[src/rtl/if_stage_pkg.sv]
// if_stage_pkg: shared widths, bubble encoding and fetch FSM states for the fetch stage
package if_stage_pkg;

    localparam int INST_ADDR_W = 32;
    localparam int INST_W      = 32;

    localparam logic [INST_W-1:0] NOP_INST = 32'h0;

    typedef enum logic [1:0] {
        IF_BOOT  = 2'd0,
        IF_REQ   = 2'd1,
        IF_DRAIN = 2'd2,
        IF_HOLD  = 2'd3
    } if_state_e;

    // Sequential successor of a fetch address; wraps modulo 2^32
    function automatic logic [INST_ADDR_W-1:0] next_seq(input logic [INST_ADDR_W-1:0] addr);
        return addr + 32'd4;
    endfunction

endpackage

[src/rtl/if_stage_if_id_reg.sv]
// if_id_reg: IF/ID boundary register with bubble (highest priority), load and implicit hold
module if_id_reg
    import if_stage_pkg::*;
(
    input  logic                   clk,
    input  logic                   rst,
    input  logic                   bubble,
    input  logic                   load,
    input  logic [INST_ADDR_W-1:0] next_pc,
    input  logic [INST_W-1:0]      next_inst,
    output logic [INST_ADDR_W-1:0] pc,
    output logic [INST_W-1:0]      inst,
    output logic                   valid
);

    // Bubble clears, load captures, otherwise the contents are held
    always_ff @(posedge clk or negedge rst) begin
        if (!rst) begin
            pc    <= '0;
            inst  <= NOP_INST;
            valid <= 1'b0;
        end else if (bubble) begin
            pc    <= '0;
            inst  <= NOP_INST;
            valid <= 1'b0;
        end else if (load) begin
            pc    <= next_pc;
            inst  <= next_inst;
            valid <= 1'b1;
        end
    end

endmodule

[src/rtl/if_stage.sv]
// if_stage: PC, imem req/ready fetch FSM, one-entry skid buffer and IF/ID register.
// Optional macro IF_STAGE_DELAY_SLOT_EN keeps the word completing with a redirect (MIPS delay slot).
module if_stage
    import if_stage_pkg::*;
#(
    parameter logic [INST_ADDR_W-1:0] RESET_PC = 32'h0000_0000
)
(
    input  logic                   clk,
    input  logic                   rst,
    input  logic                   stall_i,
    input  logic                   flush_i,
    input  logic                   branch_flag_i,
    input  logic [INST_ADDR_W-1:0] branch_target_i,
    output logic                   imem_req_o,
    output logic [INST_ADDR_W-1:0] imem_addr_o,
    input  logic                   imem_ready_i,
    input  logic [INST_W-1:0]      imem_rdata_i,
    output logic [INST_ADDR_W-1:0] pc_o,
    output logic [INST_W-1:0]      inst_o,
    output logic                   valid_o
);

`ifdef IF_STAGE_DELAY_SLOT_EN
    localparam logic DELAY_SLOT = 1'b1;
`else
    localparam logic DELAY_SLOT = 1'b0;
`endif

    if_state_e              state, state_nxt;
    logic [INST_ADDR_W-1:0] fetch_addr, fetch_addr_nxt, redir_addr, buf_pc;
    logic [INST_W-1:0]      buf_inst;
    logic                   br, capture, deliver, take, park;

    // Next state, next fetch address and what happens to the completing word
    always_comb begin
        br             = branch_flag_i & ~stall_i;
        state_nxt      = state;
        fetch_addr_nxt = fetch_addr;
        capture        = 1'b0;
        deliver        = 1'b0;
        case (state)
            IF_BOOT: state_nxt = IF_REQ;
            IF_REQ: begin
                if (imem_ready_i) begin
                    capture        = ~br | DELAY_SLOT;
                    fetch_addr_nxt = br ? branch_target_i : next_seq(fetch_addr);
                end else if (br) begin
                    state_nxt = IF_DRAIN;
                end
            end
            IF_DRAIN: begin
                if (imem_ready_i) begin
                    capture        = DELAY_SLOT;
                    fetch_addr_nxt = br ? branch_target_i : redir_addr;
                    state_nxt      = IF_REQ;
                end
            end
            IF_HOLD: begin
                deliver        = ~stall_i & (~br | DELAY_SLOT);
                fetch_addr_nxt = br ? branch_target_i : fetch_addr;
                state_nxt      = (~stall_i | flush_i) ? IF_REQ : IF_HOLD;
            end
        endcase
        if (park) state_nxt = IF_HOLD;
    end

    assign park        = capture & stall_i & ~flush_i;
    assign take        = capture | deliver;
    assign imem_req_o  = (state == IF_REQ) | (state == IF_DRAIN);
    assign imem_addr_o = fetch_addr;

    // FSM state and fetch address
    always_ff @(posedge clk or negedge rst) begin
        if (!rst) begin
            state      <= IF_BOOT;
            fetch_addr <= RESET_PC;
        end else begin
            state      <= state_nxt;
            fetch_addr <= fetch_addr_nxt;
        end
    end

    // Latest honoured redirect target; only consumed when leaving DRAIN
    always_ff @(posedge clk or negedge rst) begin
        if (!rst) redir_addr <= '0;
        else if (br) redir_addr <= branch_target_i;
    end

    // Skid buffer catches a word that completes while decode is stalled
    always_ff @(posedge clk or negedge rst) begin
        if (!rst) begin
            buf_pc   <= '0;
            buf_inst <= NOP_INST;
        end else if (park) begin
            buf_pc   <= fetch_addr;
            buf_inst <= imem_rdata_i;
        end
    end

    if_id_reg u_if_id_reg (
        .clk       (clk),
        .rst       (rst),
        .bubble    (flush_i | (~stall_i & ~take)),
        .load      (~flush_i & ~stall_i & take),
        .next_pc   (state == IF_HOLD ? buf_pc : fetch_addr),
        .next_inst (state == IF_HOLD ? buf_inst : imem_rdata_i),
        .pc        (pc_o),
        .inst      (inst_o),
        .valid     (valid_o)
    );

endmodule
[config.mk]
export PLATFORM = sky130hd
export DESIGN_NAME = if_stage
export DESIGN_NICKNAME = d
export VERILOG_FILES = /design/src/rtl/if_stage_pkg.sv /design/src/rtl/if_stage_if_id_reg.sv /design/src/rtl/if_stage.sv
export SDC_FILE = /design/constraint.sdc
export NUM_CORES = 1
export LEC_CHECK = 0
export ABC_AREA = 1
export BUFFER_PORTS_ARGS = -buffer_cell sky130_fd_sc_hd__buf_2
export CAP_MARGIN = 5
export CELL_PAD_IN_SITES_DETAIL_PLACEMENT = 1
export CELL_PAD_IN_SITES_GLOBAL_PLACEMENT = 1
export CORE_ASPECT_RATIO = 0.8
export CORE_MARGIN = 3
export CORE_UTILIZATION = 41
export CTS_CLUSTER_SIZE = 28
export DETAILED_ROUTE_END_ITERATION = 8
export PLACE_DENSITY = 0.85
export SKIP_CTS_REPAIR_TIMING = 1
export SYNTH_ARGS = -nofsm -noshare
export SYNTH_HDL_FRONTEND = slang
export SYNTH_SLANG_ARGS = --single-unit
[constraint.sdc]
create_clock -name clk -period 2.4 [get_ports clk]
set_input_delay 0.12 -clock clk [delete_from_list [all_inputs] [get_ports clk]]
set_output_delay 0.12 -clock clk [all_outputs]
set_load 0.01 [all_outputs]
Word-level counts from Yosys, hierarchy flattened
Index checks and enable logic that the tools add are counted.
{ "op_classes": {"addsub": 1, "n_eq_ne": 9, "muxes": 23, "bitwise_logic": 15, "reduce_logical": 5} }
{ "op_table": {"columns": ["operator", "count"], "rows": [
  ["32-bit two-way mux", 11],
  ["32-bit case mux with 3 select lines", 1],
  ["32-bit by 3-bit adder with 32-bit output (second input constant)", 1],
  ["2-bit two-way mux", 5],
  ["3-bit inequality test (second input constant)", 3],
  ["2-bit case mux with 4 select lines", 1],
  ["1-bit AND", 7],
  ["2-bit inequality test (second input constant)", 3],
  ["1-bit two-way mux", 5],
  ["2-bit == test (second input constant)", 2],
  ["1-bit inverter", 4],
  ["1-bit OR", 4],
  ["4-bit AND reduction", 1],
  ["3-bit AND reduction", 1],
  ["3-bit nonzero test", 1],
  ["2-bit by 1-bit == test with 1-bit output (second input constant)", 1],
  ["2-bit zero test", 1],
  ["2-bit nonzero test", 1]
]} }
{ "word_totals": {"register_bits": 195, "in_bits": 70, "out_inout_bits": 98, "wordCells": 61} }

Longest topological paths before layout
Gate-level depths: netlist of run 1.
{ "logic_depth": {"depth_word": 10, "ltp_mapped": 11, "ltp_nobuf": 9} }

Cells and area by module
Synthesis of run 1 repeated with hierarchy kept, for this count alone.
{ "hier_totals": {"hier_cells": 1267, "hier_area_um2": 9735.6} }
{ "modules_own_cells": {"columns": ["module", "n_inst", "cells_per_inst", "area_per_inst_um2", "seq_area_each_um2"], "rows": [
  ["if_stage", 1, 987, 7120.6, 3253.1],
  ["if_id_reg", 1, 280, 2615.0, 1626.6]
]} }

Least setup slack after synthesis of run 1
OpenSTA, ideal clock, no wires.
{ "synth_path": {"kind": "flip-flop to flip-flop", "start": "register state[0]", "end": "register fetch_addr[15] (netlist: imem_addr_o[15])", "setup_time_ns": 0.136, "t_arrival_ns": 1.506, "t_required_ns": 2.264, "setup_slack_ns": 0.758, "path_stages_with_launch": 11, "n_path_buf": 2, "synth_period_minus_slack_ns": 1.642, "cell_sequence": "dfrtp_1 > inv_1 > ha_1 > buf_2 > o21ai_2 > nand3_2 > inv_2 > nand2_1 > buf_2 > nand3_1 > o21ai_0"} }
{ "synth_between": {"elab_chain_len": 3, "elab_cells_between_ends": 9, "classes_between": "6 x eq/ne; 1 x mux; 2 x reduce/logical"} }
{ "synth_rtl": {"columns": ["element", "line_no", "text"], "rows": [
  ["from (decl)", "if_stage.sv:30", "if_state_e state, state_nxt;"],
  ["from (signal assigned)", "if_stage.sv:79", "state <= state_nxt;"],
  ["2-bit == test / 2-bit by 1-bit == test with 1-bit output (equally long branches)", "if_stage.sv:42", "case (state)"],
  ["2-bit inequality test (no line) / 3-bit nonzero test (equally long branches)", null, null],
  ["4-bit AND reduction (no line)", null, null],
  ["to (signal assigned)", "if_stage.sv:80", "fetch_addr <= fetch_addr_nxt;"],
  ["to (decl)", "if_stage.sv:31", "logic [INST_ADDR_W-1:0] fetch_addr, fetch_addr_nxt, redir_addr, buf_pc;"]
]} }
Several ways; a longest one is shown, not always the timed one.
A chain may end at the register's enable or synchronous reset.

Final worst setup path of run 1
{ "layout_path": {"start": "register fetch_addr[3] (netlist: imem_addr_o[3])", "end": "register fetch_addr[22] (netlist: imem_addr_o[22])"} }
{ "layout_between": {"elab_chain_len": 4} }
{ "layout_rtl": {"columns": ["element", "line_no", "text"], "rows": [
  ["32-bit by 3-bit adder with 32-bit output", "if_stage_pkg.sv:18", "return addr + 32'd4;"],
  ["32-bit two-way mux", "if_stage.sv:47", "fetch_addr_nxt = br ? branch_target_i : next_seq(fetch_addr);"],
  ["32-bit two-way mux", "if_stage.sv:45", "if (imem_ready_i) begin"],
  ["32-bit case mux with 3 select lines", "if_stage.sv:42", null]
]} }
Every way passes these cells. The select of a mux whose other input is x is not followed.

==> reports/metrics.yaml, run 1 <==
sta:
  fmax_mhz: 470
  worst_hold_slack_ns: -0.00961
  post-route-min-period_ns: 2.13
  slew_at_the_pin_with_the_worst_max_slew_slack_ns: 0.667
  hold_viol: 1
  setup_tns_ns: 0
  timing.final.max_slew_violations: 0
  rsz0062_at_grt: "no"
  max-slew-margin-rel_pct: 55.5
  layout_worst_path_cycle_share_pct: 88.6
  worst_clock_skew_ns: 0.0137
  setup_viol: 0
logic_synthesis:
  syn_inst: 1151
  synth_seq_cells: 195
  postSynthAreaPerCell_um2: 8.03
  synth_cell_type_count: 30
  synth_area_leader_cell: "sky130_fd_sc_hd__dfrtp_1"
  synth.mux.area_fraction_pct: 3.36
  synth.yosys.warnings: 0
  fraction_of_the_mapped_netlist_area_in_simple_logic_gates_pct: 24.0
  synth.yosys.seq_area_share_pct: 52.8
  complex_gate_fraction_of_the_synthesized_area_pct: 12.5
  post-synth-top-area-fraction_pct: 52.8
  synth_top_family_by_area: "simple AND/OR/NAND/NOR gates"
  yosys-top-cells-area: "sky130_fd_sc_hd__dfrtp_1 (53%), sky130_fd_sc_hd__nand2_1 (18%), sky130_fd_sc_hd__o21ai_0 (7.1%), sky130_fd_sc_hd__mux2i_1 (3.4%), sky130_fd_sc_hd__inv_1 (2.8%)"
  adder_and_majority_gate_portion_of_the_synthesized_area_pct: 0.677
  synth-xor-area-share_pct: 0
  post_synth_instance_area_um2: 9240
  syn_nets: 1226
final_layout:
  share_of_layout_cells_above_drive_strength_1_pct: 17.5
  nNetsFinal: 1425
  layout.cells.most_common: "sky130_fd_sc_hd__nand2_1"
  most-common-layout-cells: "sky130_fd_sc_hd__nand2_1 (438), sky130_fd_sc_hd__dfrtp_1 (195), sky130_fd_sc_hd__buf_2 (166)"
  post_route_cell_area_um2: 11500
  area.growth.synth_to_final_pct: 24.6
floorplan:
  rows: 48
  fp.dieH_um: 140
  num_io_pins: 168
  core_area_um2: 21900
  start_util_pct: 42.3
  dieArea_um2: 24400
  die_wd_um: 174
routing:
  detail_route.iter0.violations: 588
  vias_per_cell: 5.25
  route.detailed.wl_per_inst_um: 18.2
  detail_route.first_pass.iterations: 5
  drc_errors: 0
  vias: 8738
  drt.antenna.violating_nets: 0
  drt_wl_total_um: 30300
power_and_ir_drop:
  leakagePower_nw: 5.91
  irDropWorstVdd_mv: 0.604
  p_per_area_nw_per_um2: 1200
worst_hold_path:
  worstHoldPathCells: 3
  hold_start: "branch_target_i[11]"
  timing.hold.worst.class: "input port to flop"
  min_to: "redir_addr[11]"
critical_path:
  end_kind: "flop"
  critPathKind: "flop to flop"
  critical_path.max_fanout: 5
  crit_required_ns: 2.76
  timing.rr.end: "imem_addr_o[22]"
  critical_path_arrival_ns: 2.49
  rr_startpoint: "imem_addr_o[3]"
  timing.reg2reg.worst_path_depth: 9
  worstSetupStartpointType: "flop"
  r2r_slack_ns: 0.27
placed_design:
  placed_cell_area_um2: 10300
  dpl.hpwl_um: 20300
  numPortBuffers: 167
  gp_routability_congestion: 0.906
grt:
  via_count_of_the_first_global_routing_pass: 8751
  grt_start_max_net_pins: 69
  grt_first_pass_wirelength_um: 47300
  antenna_found_initial: 1
  grt.overflow.total: 0
  gr-usage-all-layers_pct: 24.2
clock_network:
  htree_num_levels: 4
  numCtsBuffers: 17
  clkLatencyLatePin_ns: 0.44
  cts-root-to-sink-buffers: 2
  cts_tree: "built"
  cts_num_sinks: 195
  root_buffer: "sky130_fd_sc_hd__clkbuf_16"
  clkSlewWorstSetupHoldPaths_ns: 0.08
run:
  cap_violations: 0
status:
  violations: "hold timing"
  status: "finished, violations left"
==> logic make-up after synthesis <==
logic type	count (synthesis)
flip-flops	195
AND/OR/NAND/NOR	560
adder cells (fa/ha/maj)	5
AO/OA/AOI/OAI	225
multiplexers	31
buffers and inverters	135
==> power by group <==
part | internal (W) | total (W) | switching, W
sequential | 0.00432 | 0.00528 | 0.000961
combinational | 0.00183 | 0.00525 | 0.00342
clock | 0.00180 | 0.00325 | 0.00145
total | 0.00795 | 0.0138 | 0.00583
==> how the worst max path moves through the flow <==
stage | from | end
final | imem_addr_o[3] | imem_addr_o[22]
after global routing | imem_addr_o[3] | imem_addr_o[22]
after CTS | imem_addr_o[3] | imem_addr_o[22]
after detailed placement | state[1] | state[0]
after global placement | imem_addr_o[3] | imem_addr_o[22]
after floorplan | state[0] | imem_addr_o[15]
==> metrics by stage <==
stage	utilization (%)	cells	worst slack, ns	total power, W
3_3_place_gp	47.2	1577	0.435	0.0101
3_5_place_dp	47.2	1577	0.382	0.0104
6_report	52.7	1664	0.273	0.0138
4_1_cts	50.2	1609	0.346	0.0137
2_1_floorplan	-	1151	0.758	0.00846
5_1_grt	52.7	1664	0.163	0.0148
==> area by class of cell <==
cell class / count / area, µm²
Inverter: 76 / 285
Antenna cell: 1 / 2.50
Clock inverter: 15 / 238
Fill cell: 2737 / 10300
Multi-Input combinational cell: 821 / 3740
Tap cell: 300 / 375
Clock buffer: 17 / 425
Sequential cell: 195 / 4880
Timing Repair Buffer: 239 / 1570
==> worst max-delay path: stages (launching register included) <==
cell,delay (ns)
sky130_fd_sc_hd__dfrtp_1,0.47
sky130_fd_sc_hd__ha_1,0.27
sky130_fd_sc_hd__nand3_1,0.16
sky130_fd_sc_hd__inv_1,0.15
sky130_fd_sc_hd__nand2_1,0.19
sky130_fd_sc_hd__nor2_1,0.38
sky130_fd_sc_hd__nand3_1,0.13
sky130_fd_sc_hd__nand2_1,0.10
sky130_fd_sc_hd__nand2_1,0.06
sky130_fd_sc_hd__a21oi_1,0.13
==> layer usage <==
metal / GRT usage [%] / vias up / wire length (µm)
li1: - / 4088 / -
met1: 33.5 / 4364 / 13400
met2: 40.2 / 236 / 15000
met3: 3.93 / 50 / 1350
met4: 5.71 / 0 / 649
met5: 0 / - / 0
==> synthesized netlist by cell type, drive strengths merged <==
cell type	n
o22ai	2
a21oi	41
nand2	444
and2	1
nor3	6
mux2i	31
inv	76
o21bai	2
clkbuf	11
nand4	2
a22oi	2
buf	48
or2	1
dfrtp	195
ha	5
a31oi	3
nand3	38
o211ai	2
nor2	68
o21ai	173
==> sequential cells by signal, indices dropped and copies added (netlist names) <==
name	cells
buf_inst	32
buf_pc	32
imem_addr_o	32
redir_addr	32
state	2
u_if_id_reg.inst	32
u_if_id_reg.pc	32
u_if_id_reg.valid	1
Power figures use the tool's default switching activity.
==> run 2, diff against run 1 <==
clock period = 2.05 ns   (was 2.4 ns; I/O delays follow)
==> run 2 against run 1 <==
Effect of this change: sequential cell count did not move; fmax is 9.5% higher; critical path depth is 1 lower; critical endpoint is now imem_addr_o[24]; the run still ends with hold timing left; largest power group is now combinational logic; sequential share of layout area shrank 0.19 points; core utilization rose by 0.23 points; die area stayed put; largest cell class unchanged.
==> reports/metrics.yaml, run 2 (same netlist as run 1, synthesis figures left out) <==
placed_design:
  dpl.hpwl_um: 20900  # was 20,300 µm
  numPortBuffers: 167  # unchanged
  gp_routability_congestion: 0.951  # was 0.906
sta:
  timing.final.max_slew_violations: 0  # unchanged
  worst_hold_slack_ns: -0.0195  # was -0.00961 ns
  hold_viol: 4  # was 1
  worst_clock_skew_ns: 0.0126  # was 0.0137 ns
  fmax_mhz: 515  # was 470 MHz
  rsz0062_at_grt: "no"  # unchanged
  post-route-min-period_ns: 1.94  # was 2.13 ns
  slew_at_the_pin_with_the_worst_max_slew_slack_ns: 0.592  # was 0.667 ns
  layout_worst_path_cycle_share_pct: 94.7  # was 88.6%
  max-slew-margin-rel_pct: 60.6  # was 55.5%
  setup_viol: 0  # unchanged
  setup_tns_ns: 0  # unchanged
power_and_ir_drop:
  irDropWorstVdd_mv: 1.04  # was 0.604 mV
  p_per_area_nw_per_um2: 1370  # was 1200 nW/µm²
  leakagePower_nw: 5.93  # was 5.91 nW
critical_path:
  critPathKind: "flop to flop"  # unchanged
  worstPathBufferInverterCount: 3  # was 1
  worstSetupStartpointType: "flop"  # unchanged
  critical_path_arrival_ns: 2.29  # was 2.49 ns
  crit_path_top_delay_cell: "sky130_fd_sc_hd__dfrtp_1"  # unchanged
  rr_startpoint: "state[0]"  # was imem_addr_o[3]
  critPathTopFamily: "buffers and inverters"  # was simple AND/OR/NAND/NOR gates
  critical_path.max_fanout: 13  # was 5
  end_kind: "flop"  # unchanged
  worst_path_largest_cell_delay_ns: 0.42  # was 0.47 ns
  cp_cell_sequence: "inv_1, ha_1, nor2_2, nand2_2, inv_2, buf_4, nand3_1, a21oi_1"  # was ha_1, nand3_1, inv_1, nand2_1, nor2_1, nand3_1, nand2_1, nand2_1, a21oi_1
  crit_required_ns: 2.39  # was 2.76 ns
  critical_path.startpoint: "state[0]"  # was imem_addr_o[3]
worst_hold_path:
  timing.hold.worst.class: "input port to flop"  # unchanged
  hold_start: "imem_rdata_i[31]"  # was branch_target_i[11]
clock_network:
  cts_tree: "built"  # unchanged
  htree_num_levels: 4  # unchanged
  cts_num_sinks: 195  # unchanged
  clkSlewWorstSetupHoldPaths_ns: 0.07  # was 0.08 ns
  clkLatencyLatePin_ns: 0.43  # was 0.44 ns
  root_buffer: "sky130_fd_sc_hd__clkbuf_16"  # unchanged
  numCtsBuffers: 17  # unchanged
  cts-root-to-sink-buffers: 2  # unchanged
floorplan:
  dieArea_um2: 24400  # unchanged
  num_io_pins: 168  # unchanged
  fp.dieH_um: 140  # unchanged
  start_util_pct: 42.3  # unchanged
  die_wd_um: 174  # unchanged
  rows: 48  # unchanged
  core_area_um2: 21900  # unchanged
grt:
  grt_first_pass_wirelength_um: 47700  # was 47,300 µm
  grt.overflow.total: 0  # unchanged
  via_count_of_the_first_global_routing_pass: 8983  # was 8,751
  antenna_found_initial: 0  # was 1
  gr-usage-all-layers_pct: 24.4  # was 24.2%
  grt_start_max_net_pins: 67  # was 69
final_layout:
  antenna-diode-count: 0  # was 1
  area.growth.synth_to_final_pct: 25.2  # was 24.6%
  share_of_layout_cells_above_drive_strength_1_pct: 18.2  # was 17.5%
  postLayoutCoreUtil_pct: 52.9  # was 52.7%
  layout.cells.most_common: "sky130_fd_sc_hd__nand2_1"  # unchanged
  nNetsFinal: 1433  # was 1,425
  n_fill_cell: 2751  # was 2,737
  most-common-layout-cells: "sky130_fd_sc_hd__nand2_1 (438), sky130_fd_sc_hd__dfrtp_1 (195), sky130_fd_sc_hd__buf_2 (166)"  # unchanged
routing:
  route.detailed.wl_per_inst_um: 18.0  # was 18.2 µm
  drt.antenna.violating_nets: 0  # unchanged
  vias_per_cell: 5.16  # was 5.25
  vias: 8627  # was 8,738
  detail_route.first_pass.iterations: 5  # unchanged
  detail_route.iter0.violations: 534  # was 588
  drt_wl_total_um: 30100  # was 30,300 µm
  drc_errors: 0  # unchanged
status:
  violations: "hold timing"  # unchanged
  status: "finished, violations left"  # unchanged
run:
  cap_violations: 0  # unchanged
[run 2: cell count changes in the layout (fill, tap and decap cells not counted), sizes merged]
| cell | delta |
|---|---|
| buf | +7 |
| bufinv | -3 |
| clkbuf | +2 |
| clkinv | +1 |
| clkinvlp | +1 |
| diode | -1 |
| dlygate4sd3 | +1 |
| inv | -1 |
[run 2: stage by stage]
| stage | total power, W | worst slack, ns | instance area, µm² | instances |
|---|---|---|---|---|
| final | 0.0159 | 0.108 | 11600 | 1671 |
| after global routing | 0.0171 | 0.0129 | 11600 | 1671 |
| after CTS | 0.0159 | 0.0838 | 11000 | 1616 |
| after detailed placement | 0.0124 | 0.184 | 10400 | 1584 |
| after global placement | 0.0121 | 0.260 | 10400 | 1584 |
| after floorplan | 0.00990 | 0.408 | 9240 | 1151 |
[run 2: path summary, 6_finish.rpt]
kind / end / slack, ns / depth (start not counted)
max: imem_addr_o[24] / 0.11 / 8
min: buf_inst[31] / -0.02 / 3
max reg2reg: imem_addr_o[24] / 0.11 / 8
min reg2reg: buf_inst[24] / 0.47 / 2
max in group asynchronous: imem_addr_o[27] / 1.24 / 3
min in group asynchronous: redir_addr[9] / 0.17 / 2
[run 2: tightest hold or removal path: stages]
cell,delay [ns]
sky130_fd_sc_hd__buf_2,0.11
sky130_fd_sc_hd__inv_1,0.06
sky130_fd_sc_hd__o21ai_0,0.09
[run 2: area by class of cell]
class / instances / area, µm² / share of cell area, %
sequential: 195 / 4880 / 42.2
multi-input combinational: 821 / 3750 / 32.4
timing repair buffer: 247 / 1680 / 14.5
clock buffer: 19 / 453 / 3.91
tap: 300 / 375 / 3.24
inverter: 76 / 285 / 2.47
clock inverter: 13 / 141 / 1.22
[run 2: where the power goes]
part           internal (W)  total [W]  switching, W  leakage, nW
Sequential          0.00506    0.00610       0.00104         2.51
Combinational       0.00225    0.00637       0.00412         3.14
Clock               0.00179    0.00341       0.00163        0.287
[run 2: metal layers]
metal | GRT usage [%] | wire, µm | up-vias
met1 | 32.9 | 13600 | 4311
met5 | 0 | 0 | -
met3 | 3.69 | 1090 | 32
met2 | 41.4 | 14900 | 190
met4 | 6.60 | 548 | 0
li1 | - | - | 4094
==> run 3, diff against run 2 <==
ABC_AREA = default   (was 1)
CELL_PAD_IN_SITES_DETAIL_PLACEMENT = default   (was 1)
CELL_PAD_IN_SITES_GLOBAL_PLACEMENT = default   (was 1)
CORE_UTILIZATION = 55   (was 41)
PLACE_DENSITY = 0.84   (was 0.85)
==> run 3 against run 2 <==
Effect of this change: the run now ends clean; final cell count is 17% lower; worst hold slack gained 0.029 ns; total power rose by 0.84%; register-to-register slack got worse by 0.02 ns; sequential power shrank 2%; synthesized cell count decreased by 22%; final area increased by 4.1%; sequential cell count unchanged; via count decreased by 6.1%; clock skew decreased by 0.0027 ns; largest cell class unchanged; highest routed layer unchanged.
==> reports/metrics.yaml, run 3 <==
logic_synthesis:
  synth_top_family_by_area: "simple AND/OR/NAND/NOR gates"  # unchanged
  syn_inst: 903  # was 1,151
  synth_seq_cells: 195  # unchanged
  postSynthAreaPerCell_um2: 10.2  # was 8.03 µm²
  synth-xor-area-share_pct: 0  # unchanged
  synth.cells.most_frequent: "sky130_fd_sc_hd__dfrtp_1 (195), sky130_fd_sc_hd__nand2_1 (185), sky130_fd_sc_hd__o21ai_0 (102)"  # was sky130_fd_sc_hd__nand2_1 (439), sky130_fd_sc_hd__dfrtp_1 (195), sky130_fd_sc_hd__o21ai_0 (131)
  synth_area_leader_cell: "sky130_fd_sc_hd__dfrtp_1"  # unchanged
  synth_ff_type: "sky130_fd_sc_hd__dfrtp_1"  # unchanged
  synthMostInstantiatedCell: "sky130_fd_sc_hd__dfrtp_1"  # was sky130_fd_sc_hd__nand2_1
  adder_and_majority_gate_portion_of_the_synthesized_area_pct: 0.680  # was 0.677%
  post_synth_instance_area_um2: 9200  # was 9240 µm²
  ffs_w_async_s_r_synth_pct: 100  # unchanged
  synth.yosys.warnings: 0  # unchanged
  post-synth-top-area-fraction_pct: 53.1  # was 52.8%
  synth.yosys.seq_area_share_pct: 53.1  # was 52.8%
  synth-edff-count: 0  # unchanged
  syn_nets: 978  # was 1,226
  yosys-top-cells-area: "sky130_fd_sc_hd__dfrtp_1 (53%), sky130_fd_sc_hd__nand2_1 (7.6%), sky130_fd_sc_hd__mux2_2 (7.3%), sky130_fd_sc_hd__mux2i_1 (7.2%), sky130_fd_sc_hd__o21ai_0 (5.6%)"  # was sky130_fd_sc_hd__dfrtp_1 (53%), sky130_fd_sc_hd__nand2_1 (18%), sky130_fd_sc_hd__o21ai_0 (7.1%), sky130_fd_sc_hd__mux2i_1 (3.4%), sky130_fd_sc_hd__inv_1 (2.8%)
  synth.mux.area_fraction_pct: 14.5  # was 3.36%
  complex_gate_fraction_of_the_synthesized_area_pct: 13.3  # was 12.5%
  synth_cell_type_count: 62  # was 30
  fraction_of_the_mapped_netlist_area_in_simple_logic_gates_pct: 15.5  # was 24.0%
floorplan:
  rows: 41  # was 48
  start_util_pct: 57.3  # was 42.3%
  die_wd_um: 151  # was 174 µm
  core_area_um2: 16100  # was 21,900 µm²
  dieArea_um2: 18300  # was 24,400 µm²
  num_io_pins: 168  # unchanged
  fp.dieH_um: 122  # was 140 µm
power_and_ir_drop:
  p_int_w: 0.00993  # was 0.00909 W
  pwr-share-comb_pct: 41.8  # was 40.1%
  clock_power_share_pct: 20.9  # was 21.5%
  irDropWorstVdd_mv: 0.765  # was 1.04 mV
  p_per_area_nw_per_um2: 1330  # was 1370 nW/µm²
  post-layout-total-power_w: 0.0160  # was 0.0159 W
  power.sequential.fraction_pct: 37.3  # was 38.4%
  leakagePower_nw: 5.86  # was 5.93 nW
  total_switching_power_w: 0.00609  # was 0.00679 W
  share_of_total_power_consumed_by_net_switching_pct: 38.0  # was 42.8%
critical_path:
  crit_path_top_delay_cell: "sky130_fd_sc_hd__or4_4"  # was sky130_fd_sc_hd__dfrtp_1
  critical_path.max_fanout: 19  # was 13
  worstSetupStartpointType: "flop"  # unchanged
  worst_path_largest_cell_delay_ns: 0.47  # was 0.42 ns
  worstPathBufferInverterCount: 3  # unchanged
  critical_path_arrival_ns: 2.31  # was 2.29 ns
  cp_cell_sequence: "inv_1, ha_2, buf_4, a21oi_1, or4_4, buf_12, o21ai_0"  # was inv_1, ha_1, nor2_2, nand2_2, inv_2, buf_4, nand3_1, a21oi_1
  end_kind: "flop"  # unchanged
  critical_path.startpoint: "state[1]"  # was state[0]
  critPathKind: "flop to flop"  # unchanged
  crit_required_ns: 2.40  # was 2.39 ns
  rr_startpoint: "state[1]"  # was state[0]
  critPathTopFamily: "simple AND/OR/NAND/NOR gates"  # was buffers and inverters
  r2r_slack_ns: 0.09  # was 0.11 ns
sta:
  rsz0062_at_grt: "yes"  # was no
  layout_worst_path_cycle_share_pct: 95.6  # was 94.7%
  setup_tns_ns: 0  # unchanged
  fmax_mhz: 510  # was 515 MHz
  setup_viol: 0  # unchanged
  hold_viol: 0  # was 4
  crit_path_setup_slack_layout_ns: 0.0893  # was 0.108 ns
  timing.final.max_slew_violations: 0  # unchanged
  post-route-min-period_ns: 1.96  # was 1.94 ns
  worst_clock_skew_ns: 0.00983  # was 0.0126 ns
  max-slew-margin-rel_pct: 51.9  # was 60.6%
  slew_at_the_pin_with_the_worst_max_slew_slack_ns: 0.721  # was 0.592 ns
grt:
  grt_start_max_net_pins: 66  # was 67
  via_count_of_the_first_global_routing_pass: 7522  # was 8,983
  grt_first_pass_wirelength_um: 39200  # was 47,700 µm
  gr-usage-met3_pct: 5.47  # was 3.69%
  grtUsageMet1_pct: 38.9  # was 32.9%
  gr-usage-all-layers_pct: 27.1  # was 24.4%
  globalRouteMet2Util_pct: 41.6  # was 41.4%
  grt.overflow.total: 0  # unchanged
  globalRoute.busiestLayer: "met2"  # unchanged
  antenna_found_initial: 0  # unchanged
clock_network:
  clkLatencyLatePin_ns: 0.44  # was 0.43 ns
  clkSlewWorstSetupHoldPaths_ns: 0.08  # was 0.07 ns
  cts_num_sinks: 195  # unchanged
  cts-root-to-sink-buffers: 2  # unchanged
  cts_tree: "built"  # unchanged
  htree_num_levels: 4  # unchanged
  root_buffer: "sky130_fd_sc_hd__clkbuf_16"  # unchanged
  numCtsBuffers: 17  # unchanged
worst_hold_path:
  hold_start: "branch_flag_i"  # was imem_rdata_i[31]
  timing.hold.worst.class: "input port to flop"  # unchanged
placed_design:
  gp_routability_congestion: 0.944  # was 0.951
  dpl.hpwl_um: 17000  # was 20,900 µm
  numPortBuffers: 167  # unchanged
  dp_slack_ns: -0.0324  # was 0.184 ns
routing:
  vias_per_cell: 5.83  # was 5.16
  drt_wl_total_um: 25700  # was 30,100 µm
  detail_route.first_pass.iterations: 5  # unchanged
  drt.antenna.violating_nets: 0  # unchanged
  vias: 8100  # was 8,627
  drc_errors: 0  # unchanged
  route.detailed.wl_per_inst_um: 18.5  # was 18.0 µm
  detail_route.iter0.violations: 739  # was 534
final_layout:
  share_of_layout_cells_above_drive_strength_1_pct: 30.0  # was 18.2%
  layout.cells.most_common: "sky130_fd_sc_hd__dfrtp_1"  # was sky130_fd_sc_hd__nand2_1
  antenna-diode-count: 0  # unchanged
  nNetsFinal: 1237  # was 1,433
  most-common-layout-cells: "sky130_fd_sc_hd__dfrtp_1 (194), sky130_fd_sc_hd__nand2_1 (184), sky130_fd_sc_hd__buf_2 (166)"  # was sky130_fd_sc_hd__nand2_1 (438), sky130_fd_sc_hd__dfrtp_1 (195), sky130_fd_sc_hd__buf_2 (166)
  area.growth.synth_to_final_pct: 31.0  # was 25.2%
run:
  cap_violations: 0  # unchanged
status:
  status: "finished, final reports clean"  # was finished, violations left
[run 3: layer usage]
metal	part of all wire (%)	vias to the layer above	wire length [µm]
li1	-	3724	-
met1	43	3978	11100
met3	8.0	44	2070
met5	0	-	0
met4	2.0	0	527
met2	47	354	12000
[run 3: cell type report]
type                            count  area, µm²
Clock buffer                       18        429
Clock inverter                     14        169
Fill cell                        1097       4010
Inverter                            8       30.0
Multi-Input combinational cell    642       4140
Sequential cell                   195       4880
Tap cell                          215        269
Timing Repair Buffer              298       2120
[run 3: power groups by stage]
| stage | Combinational (W) | Sequential, W | Clock (W) |
|---|---|---|---|
| 6_report | 0.00669 | 0.00598 | 0.00335 |
| 4_1_cts | 0.00645 | 0.00594 | 0.00338 |
| 2_1_floorplan | 0.00371 | 0.00610 | 0 |
| 3_3_place_gp | 0.00624 | 0.00592 | 0 |
| 3_5_place_dp | 0.00640 | 0.00600 | 0 |
| 5_1_grt | 0.00730 | 0.00612 | 0.00355 |
[run 3: final timing paths]
check | end | depth (start not counted)
max | u_if_id_reg.inst[10] | 7
min | redir_addr[28] | 3
max reg2reg | u_if_id_reg.inst[10] | 7
max in group asynchronous | u_if_id_reg.inst[15] | 3
min reg2reg | u_if_id_reg.pc[2] | 2
min in group asynchronous | u_if_id_reg.inst[28] | 2
[run 3: stage by stage]
step / utilization (%) / cell area, µm² / hold WS [ns] / cells
finish: 75.0 / 12000 / 0.00966 / 1390
global route: 75.0 / 12000 / 0.0342 / 1390
CTS: 70.3 / 11300 / -0.339 / 1322
detailed placement: 66.5 / 10700 / 0.128 / 1290
global placement: 66.5 / 10700 / 0.132 / 1290
floorplan: - / 9200 / -0.193 / 903
[run 3: worst min-delay path, cell delays in order]
cell and delay (ns):
sky130_fd_sc_hd__buf_2 0.12, sky130_fd_sc_hd__nand3b_1 0.13, sky130_fd_sc_hd__nand2_1 0.06
[run 3: cell families (layout without fill, tap and decap cells)]
group	after synthesis	in the layout
buffers and inverters	66	338
multiplexers	126	126
AND/OR/NAND/NOR	308	308
flip-flops	195	195
adder cells (fa/ha/maj)	5	5
AO/OA/AOI/OAI	203	203
